==> src/rtl/alu_mc.sv <==
// Multi-cycle ALU with valid/ready handshakes on operands and results.
// Single-cycle logic/arith/shift ops, plus an unsigned shift-add multiply that takes WIDTH cycles.
module alu_mc #(
   parameter int WIDTH = 32
) (
   input  logic             clk,
   input  logic             reset_n,
   input  logic [WIDTH-1:0] dataA,
   input  logic [WIDTH-1:0] dataB,
   input  logic [5:0]       Signal,
   input  logic             inValid,
   output logic             inReady,
   output logic [WIDTH-1:0] dataOut,
   output logic [WIDTH-1:0] hiOut,
   output logic             illegal,
   output logic             outValid,
   input  logic             outReady
);

   localparam int SHW   = $clog2(WIDTH);
   localparam int CNT_W = SHW + 1;
   localparam logic [CNT_W-1:0] CNT_INIT = CNT_W'(WIDTH);
   localparam logic [CNT_W-1:0] CNT_LAST = CNT_W'(1);

   localparam logic [5:0] OP_AND   = 6'b100100;
   localparam logic [5:0] OP_OR    = 6'b100101;
   localparam logic [5:0] OP_ADD   = 6'b100000;
   localparam logic [5:0] OP_SUB   = 6'b100010;
   localparam logic [5:0] OP_SLT   = 6'b101010;
   localparam logic [5:0] OP_SLL   = 6'b000000;
   localparam logic [5:0] OP_SRL   = 6'b000010;
   localparam logic [5:0] OP_MULTU = 6'b011001;

   typedef enum logic [1:0] {
      S_IDLE,
      S_MUL,
      S_DONE
   } state_t;

   state_t               state_q, state_d;
   logic [WIDTH-1:0]     mcand_q, mcand_d;
   logic [WIDTH-1:0]     mplier_q, mplier_d;
   logic [2*WIDTH-1:0]   prod_q, prod_d;
   logic [CNT_W-1:0]     cnt_q, cnt_d;
   logic [WIDTH-1:0]     lo_q, lo_d;
   logic [WIDTH-1:0]     hi_q, hi_d;
   logic                 ill_q, ill_d;
   logic [WIDTH:0]       mul_sum;
   logic [WIDTH-1:0]     mul_addend;

   // Returns {illegal, result} for every single-cycle function code.
   function automatic logic [WIDTH:0] alu_eval(input logic [WIDTH-1:0] a,
                                               input logic [WIDTH-1:0] b,
                                               input logic [5:0]       sig);
      logic [WIDTH-1:0] diff;
      logic             ovf;
      logic [WIDTH:0]   r;
      diff = a - b;
      // Signed overflow: operands differ in sign and the result sign differs from A.
      ovf  = (a[WIDTH-1] ^ b[WIDTH-1]) & (a[WIDTH-1] ^ diff[WIDTH-1]);
      r    = '0;
      case (sig)
         OP_AND:  r = {1'b0, a & b};
         OP_OR:   r = {1'b0, a | b};
         OP_ADD:  r = {1'b0, a + b};
         OP_SUB:  r = {1'b0, diff};
         OP_SLT:  r = {1'b0, {(WIDTH-1){1'b0}}, diff[WIDTH-1] ^ ovf};
         OP_SLL:  r = {1'b0, a << b[SHW-1:0]};
         OP_SRL:  r = {1'b0, a >> b[SHW-1:0]};
         default: r = {1'b1, {WIDTH{1'b0}}};
      endcase
      return r;
   endfunction

   always_ff @(posedge clk or negedge reset_n) begin
      if (!reset_n) begin
         state_q  <= S_IDLE;
         mcand_q  <= '0;
         mplier_q <= '0;
         prod_q   <= '0;
         cnt_q    <= '0;
         lo_q     <= '0;
         hi_q     <= '0;
         ill_q    <= 1'b0;
      end else begin
         state_q  <= state_d;
         mcand_q  <= mcand_d;
         mplier_q <= mplier_d;
         prod_q   <= prod_d;
         cnt_q    <= cnt_d;
         lo_q     <= lo_d;
         hi_q     <= hi_d;
         ill_q    <= ill_d;
      end
   end

   always_comb begin
      state_d    = state_q;
      mcand_d    = mcand_q;
      mplier_d   = mplier_q;
      prod_d     = prod_q;
      cnt_d      = cnt_q;
      lo_d       = lo_q;
      hi_d       = hi_q;
      ill_d      = ill_q;
      mul_addend = mplier_q[0] ? mcand_q : '0;
      mul_sum    = {1'b0, prod_q[2*WIDTH-1:WIDTH]} + {1'b0, mul_addend};

      case (state_q)
         S_IDLE: begin
            if (inValid) begin
               if (Signal == OP_MULTU) begin
                  mcand_d  = dataA;
                  mplier_d = dataB;
                  prod_d   = '0;
                  cnt_d    = CNT_INIT;
                  state_d  = S_MUL;
               end else begin
                  {ill_d, lo_d} = alu_eval(dataA, dataB, Signal);
                  hi_d          = '0;
                  state_d       = S_DONE;
               end
            end
         end
         S_MUL: begin
            // Carry-out of the upper-half add is shifted back in as the new MSB.
            prod_d   = {mul_sum, prod_q[WIDTH-1:1]};
            mplier_d = mplier_q >> 1;
            cnt_d    = cnt_q - 1'b1;
            if (cnt_q == CNT_LAST) begin
               lo_d    = prod_d[WIDTH-1:0];
               hi_d    = prod_d[2*WIDTH-1:WIDTH];
               ill_d   = 1'b0;
               state_d = S_DONE;
            end
         end
         S_DONE: begin
            if (outReady) begin
               state_d = S_IDLE;
            end
         end
         default: state_d = S_IDLE;
      endcase
   end

   assign inReady  = (state_q == S_IDLE);
   assign outValid = (state_q == S_DONE);
   assign dataOut  = lo_q;
   assign hiOut    = hi_q;
   assign illegal  = ill_q;

endmodule

==> config.mk <==
export PLATFORM = sky130hd
export DESIGN_NAME = alu_mc
export DESIGN_NICKNAME = d
export VERILOG_FILES = /design/src/rtl/alu_mc.sv
export SDC_FILE = /design/constraint.sdc
export NUM_CORES = 1
export LEC_CHECK = 0
export ABC_CLOCK_PERIOD_IN_PS = 4200
export BUFFER_PORTS_ARGS = -buffer_cell sky130_fd_sc_hd__buf_4
export CAP_MARGIN = 20
export CORE_MARGIN = 2
export CORE_UTILIZATION = 55
export CTS_CLUSTER_SIZE = 28
export DETAILED_ROUTE_END_ITERATION = 16
export PLACE_DENSITY = 0.74
export SYNTH_ARGS = -nofsm -noshare
export SYNTH_HDL_FRONTEND = slang
export SYNTH_SLANG_ARGS = --single-unit
==> constraint.sdc <==
create_clock -name clk -period 4.2 [get_ports clk]
set_clock_uncertainty 0.2 [all_clocks]
set_input_delay 0.63 -clock clk [delete_from_list [all_inputs] [get_ports clk]]
set_output_delay 0.63 -clock clk [all_outputs]
set_load 0.02 [all_outputs]
==> results list <==
- Result of the run: complete, no violations
- Final instance area: 21200 sq um
- STA puts the critical path data required time at ~4.4 ns.
* CP Max Fanout: 3
- Derived from the worst setup path, the maximum achievable clock frequency is ~250 MHz.
- Counting flops with a built-in enable in the synthesized netlist gives 0.
- The final-report max-slew violation count was 0.
- Post-CTS timing repair inserted 0 buffers for setup.
* Antenna violation net count after detailed routing: 0
- Number of clock buffers inserted by TritonCTS: 17
* Residual DRC: 0
- For this run the aggregate overflow at the end of global routing stands at 0.
* Final estimated routing congestion in global placement: ~1.1
- Final-stage net count: roughly 2.7k
- At the pin with the least slew margin, the transition time is roughly 0.84 ns.
- Via count of the first global-routing pass: approximately 18k
* Number of cells produced by synthesis: 2190
- The initial antenna violation count is 3.
- Measured along the y axis, the die boundary spans 183 um.
* Row count: 65
- Pin count of the biggest net entering global routing: 85
* Htree depth: 4
- IR analysis of the VDD net gives a maximum drop of 0.306 mV.
- For this run, the total global-route usage over all layers was measured as 41.9%.
- STA classifies the critical path endpoint as a flip-flop.
- Compared with the post-synthesis result, the final layout area differs by 20.4%.
- DP Area: approximately 21000 sq um
- Starting density of the core: a little under three fifths
- The region available for standard cell placement spans roughly 32000 sq um.
* Routed length per instance: 24.4 um
- Across the run, the number of max-cap violations was 0.
* Number of failing hold endpoints at the final stage: 0
- The floorplan step set the die width to between 150 and 200 um.
* Total die area: around 33000 sq um
- The min-delay analysis places its worst path in the category in2async.
* Total Power: about 7.1 mW
* Buffer depth of the longest clock path: 2
- The first global-routing pass estimated 106000 um of wire.
- IO Count: about 140
- The startpoint identified for the worst register-to-register timing path is mplier_q[0].
* Cell Area, Synth: roughly 18000 sq um
* Fin crit period: between 4 and 5 ns
- Counting every net in the synthesized netlist gives roughly 2.4k.
- The first routing iteration left roughly 2.1k violations.
* Normalized max-slew margin: between 40 and 50%
- Flops & latches, synth: 200
- Number of endpoints failing setup at the final stage: 0
* Skew-Pair Late Insertion Delay: 0.48 ns
* Share of synthesized flip-flops with an asynchronous set or reset: 100%
* Period utilisation layout: 95.7%
- In the routed layout, each cell is associated on average with a via count of approximately 6.5.
* Via count: about 19k
* Crit path launch type: input port
- Start point of the critical path: dataA[19]
- Post-Syn Area per Cell: approximately 8.0 sq um
* Part of the Yosys area used for sequential elements: between 20 and 30%
- Total detailed-routing wirelength: 70100 um
- Arrival @ worst endpoint: between 4 and 5 ns
- For this design, the sink count on the clock tree is 200.
- Buffer cell driving the clock tree root: clkbuf_16
- Dominant register cell in the synthesized netlist: dfrtp_1
- CTS tree: done
* Reported leakage power: between 9 and 10 nW
- Dpl hpwl: 54100 um
* Yosys synthesis warning count: 0
* Proportion of layout cells with a drive suffix above 1: between 20% and 30%
* Count of different cell masters after synthesis: 85
- The first detailed-routing pass ran for 6 iterations.
- Clock transition at path regs: about 0.11 ns
* Total power density per cell area: roughly 330 nW/um^2
- Critical path start-end classification: in2reg
* Count of port buffers added during placement: 140
* Number of fill cells: between 2k and 3k
==> synth_stat cells, types with 36 or more instances <==
cell type | n | area, sq um
nand2_1 | 335 | 1260
dfrtp_1 | 200 | 5000
nor2_1 | 194 | 728
a21oi_1 | 173 | 866
ha_1 | 136 | 1700
o21ai_0 | 123 | 616
clkbuf_1 | 113 | 424
inv_1 | 107 | 402
a31oi_1 | 58 | 363
mux2i_1 | 53 | 531
nor3_1 | 46 | 230
mux4_2 | 42 | 946
and2_1 | 41 | 257
o21ai_1 | 41 | 205
a22o_1 | 36 | 315
==> state kept, by name, summed over array words and instances (netlist names) <==
signal	cells
state_q	2
hiOut	32
prod_q	63
mcand_q	32
mplier_q	32
cnt_q	6
dataOut	32
illegal	1
==> area by class of cell <==
cell class                 count  area [sq um]  area share, %
multi-input combinational   1727         11700           55.1
tap                          402           503           2.37
antenna                        3          7.51         0.0354
sequential                   200          5000           23.6
clock inverter                14           159          0.749
inverter                     113           428           2.02
clock buffer                  18           429           2.02
timing repair buffer         391          2990           14.1
==> cell usage in the layout (no fill, tap or decap), drive strengths merged, types with 22 or more instances in the layout <==
master	count
nor2	194
nor3	46
inv	120
xnor2	22
dfrtp	200
buf	390
a211oi	25
mux4	42
a221oi	23
o211ai	24
a21oi	174
a31oi	59
ha	136
mux2i	54
a21o	31
a22o	36
nand2	335
o21ai	166
nand3	30
and2	41
==> layer usage <==
metal,vias up,part of all wire (%),GRT usage [%]
li1,8420,-,-
met1,9010,40,55.5
met2,1159,45,65.7
met3,191,11,10.2
met4,0,4.4,17.5
met5,-,0,0
==> power breakdown <==
| part | leakage [nW] | total (mW) | internal [mW] | switching, mW |
|---|---|---|---|---|
| Clock | 0.286 | 1.73 | 0.849 | 0.879 |
| Combinational | 7.20 | 2.84 | 1.15 | 1.69 |
| Sequential | 2.50 | 2.53 | 2.27 | 0.256 |
==> final timing paths <==
check / end / slack (ns) / depth (start not counted)
worst max-delay path: dataOut[0] / 0.18 / 23
worst min-delay path: cnt_q[5] / 0.01 / 1
worst max register to register: hiOut[31] / 0.34 / 11
worst min register to register: mcand_q[25] / 0.28 / 2
max in group asynchronous: mcand_q[26] / 2.75 / 2
min in group clk: state_q[1] / 0.18 / 2
==> worst max-delay path: stages <==
cell	delay [ns]
buf_4	0.08
inv_1	0.05
ha_1	0.33
nor4_2	0.34
nor4b_2	0.24
buf_4	0.17
and3_1	0.16
a22oi_2	0.09
a21oi_1	0.19
buf_4	0.15
nor2b_2	0.17
o21ai_2	0.06
nand2b_1	0.09
a221oi_2	0.08
fa_2	0.43
nand3_1	0.08
o21ai_0	0.08
a22oi_1	0.17
o21ai_0	0.12
a31oi_1	0.14
a31oi_1	0.12
a21oi_1	0.13
o21ai_1	0.06
==> per-stage QoR <==
step | setup slack [ns] | TNS (ns) | instances | util [%] | hold slack, ns
after global routing | -0.0257 | -0.0257 | 2867 | 67.2 | 0.0522
final | 0.181 | 0 | 2868 | 67.2 | 0.0104
after global placement | -0.274 | -0.398 | 2833 | 65.2 | 0.254
after floorplan | 0.00683 | 0 | 2190 | - | 0.134
after CTS | 0.106 | 0 | 2865 | 67.1 | 0.0229
after detailed placement | -0.365 | -0.605 | 2833 | 65.2 | 0.264
==> cell families (layout without fill, tap and decap cells) <==
logic type	Yosys count	after routing	synth area share (%)
other	0	3	0
flip-flops	200	200	28.4
adder cells (fa/ha/maj)	140	140	10.1
XOR/XNOR	38	38	1.89
AO/OA/AOI/OAI	685	685	25.3
multiplexers	116	116	9.73
AND/OR/NAND/NOR	748	748	18.7
buffers and inverters	263	536	5.89
==> what timing repair did <==
| action | CTS | global route |
|---|---|---|
| gates resized for setup | 0 | 10 |
| setup endpoints to repair | 0 | 2 |
| hold buffers | 0 | 0 |
No activity file was read; power rests on OpenSTA's default activity.
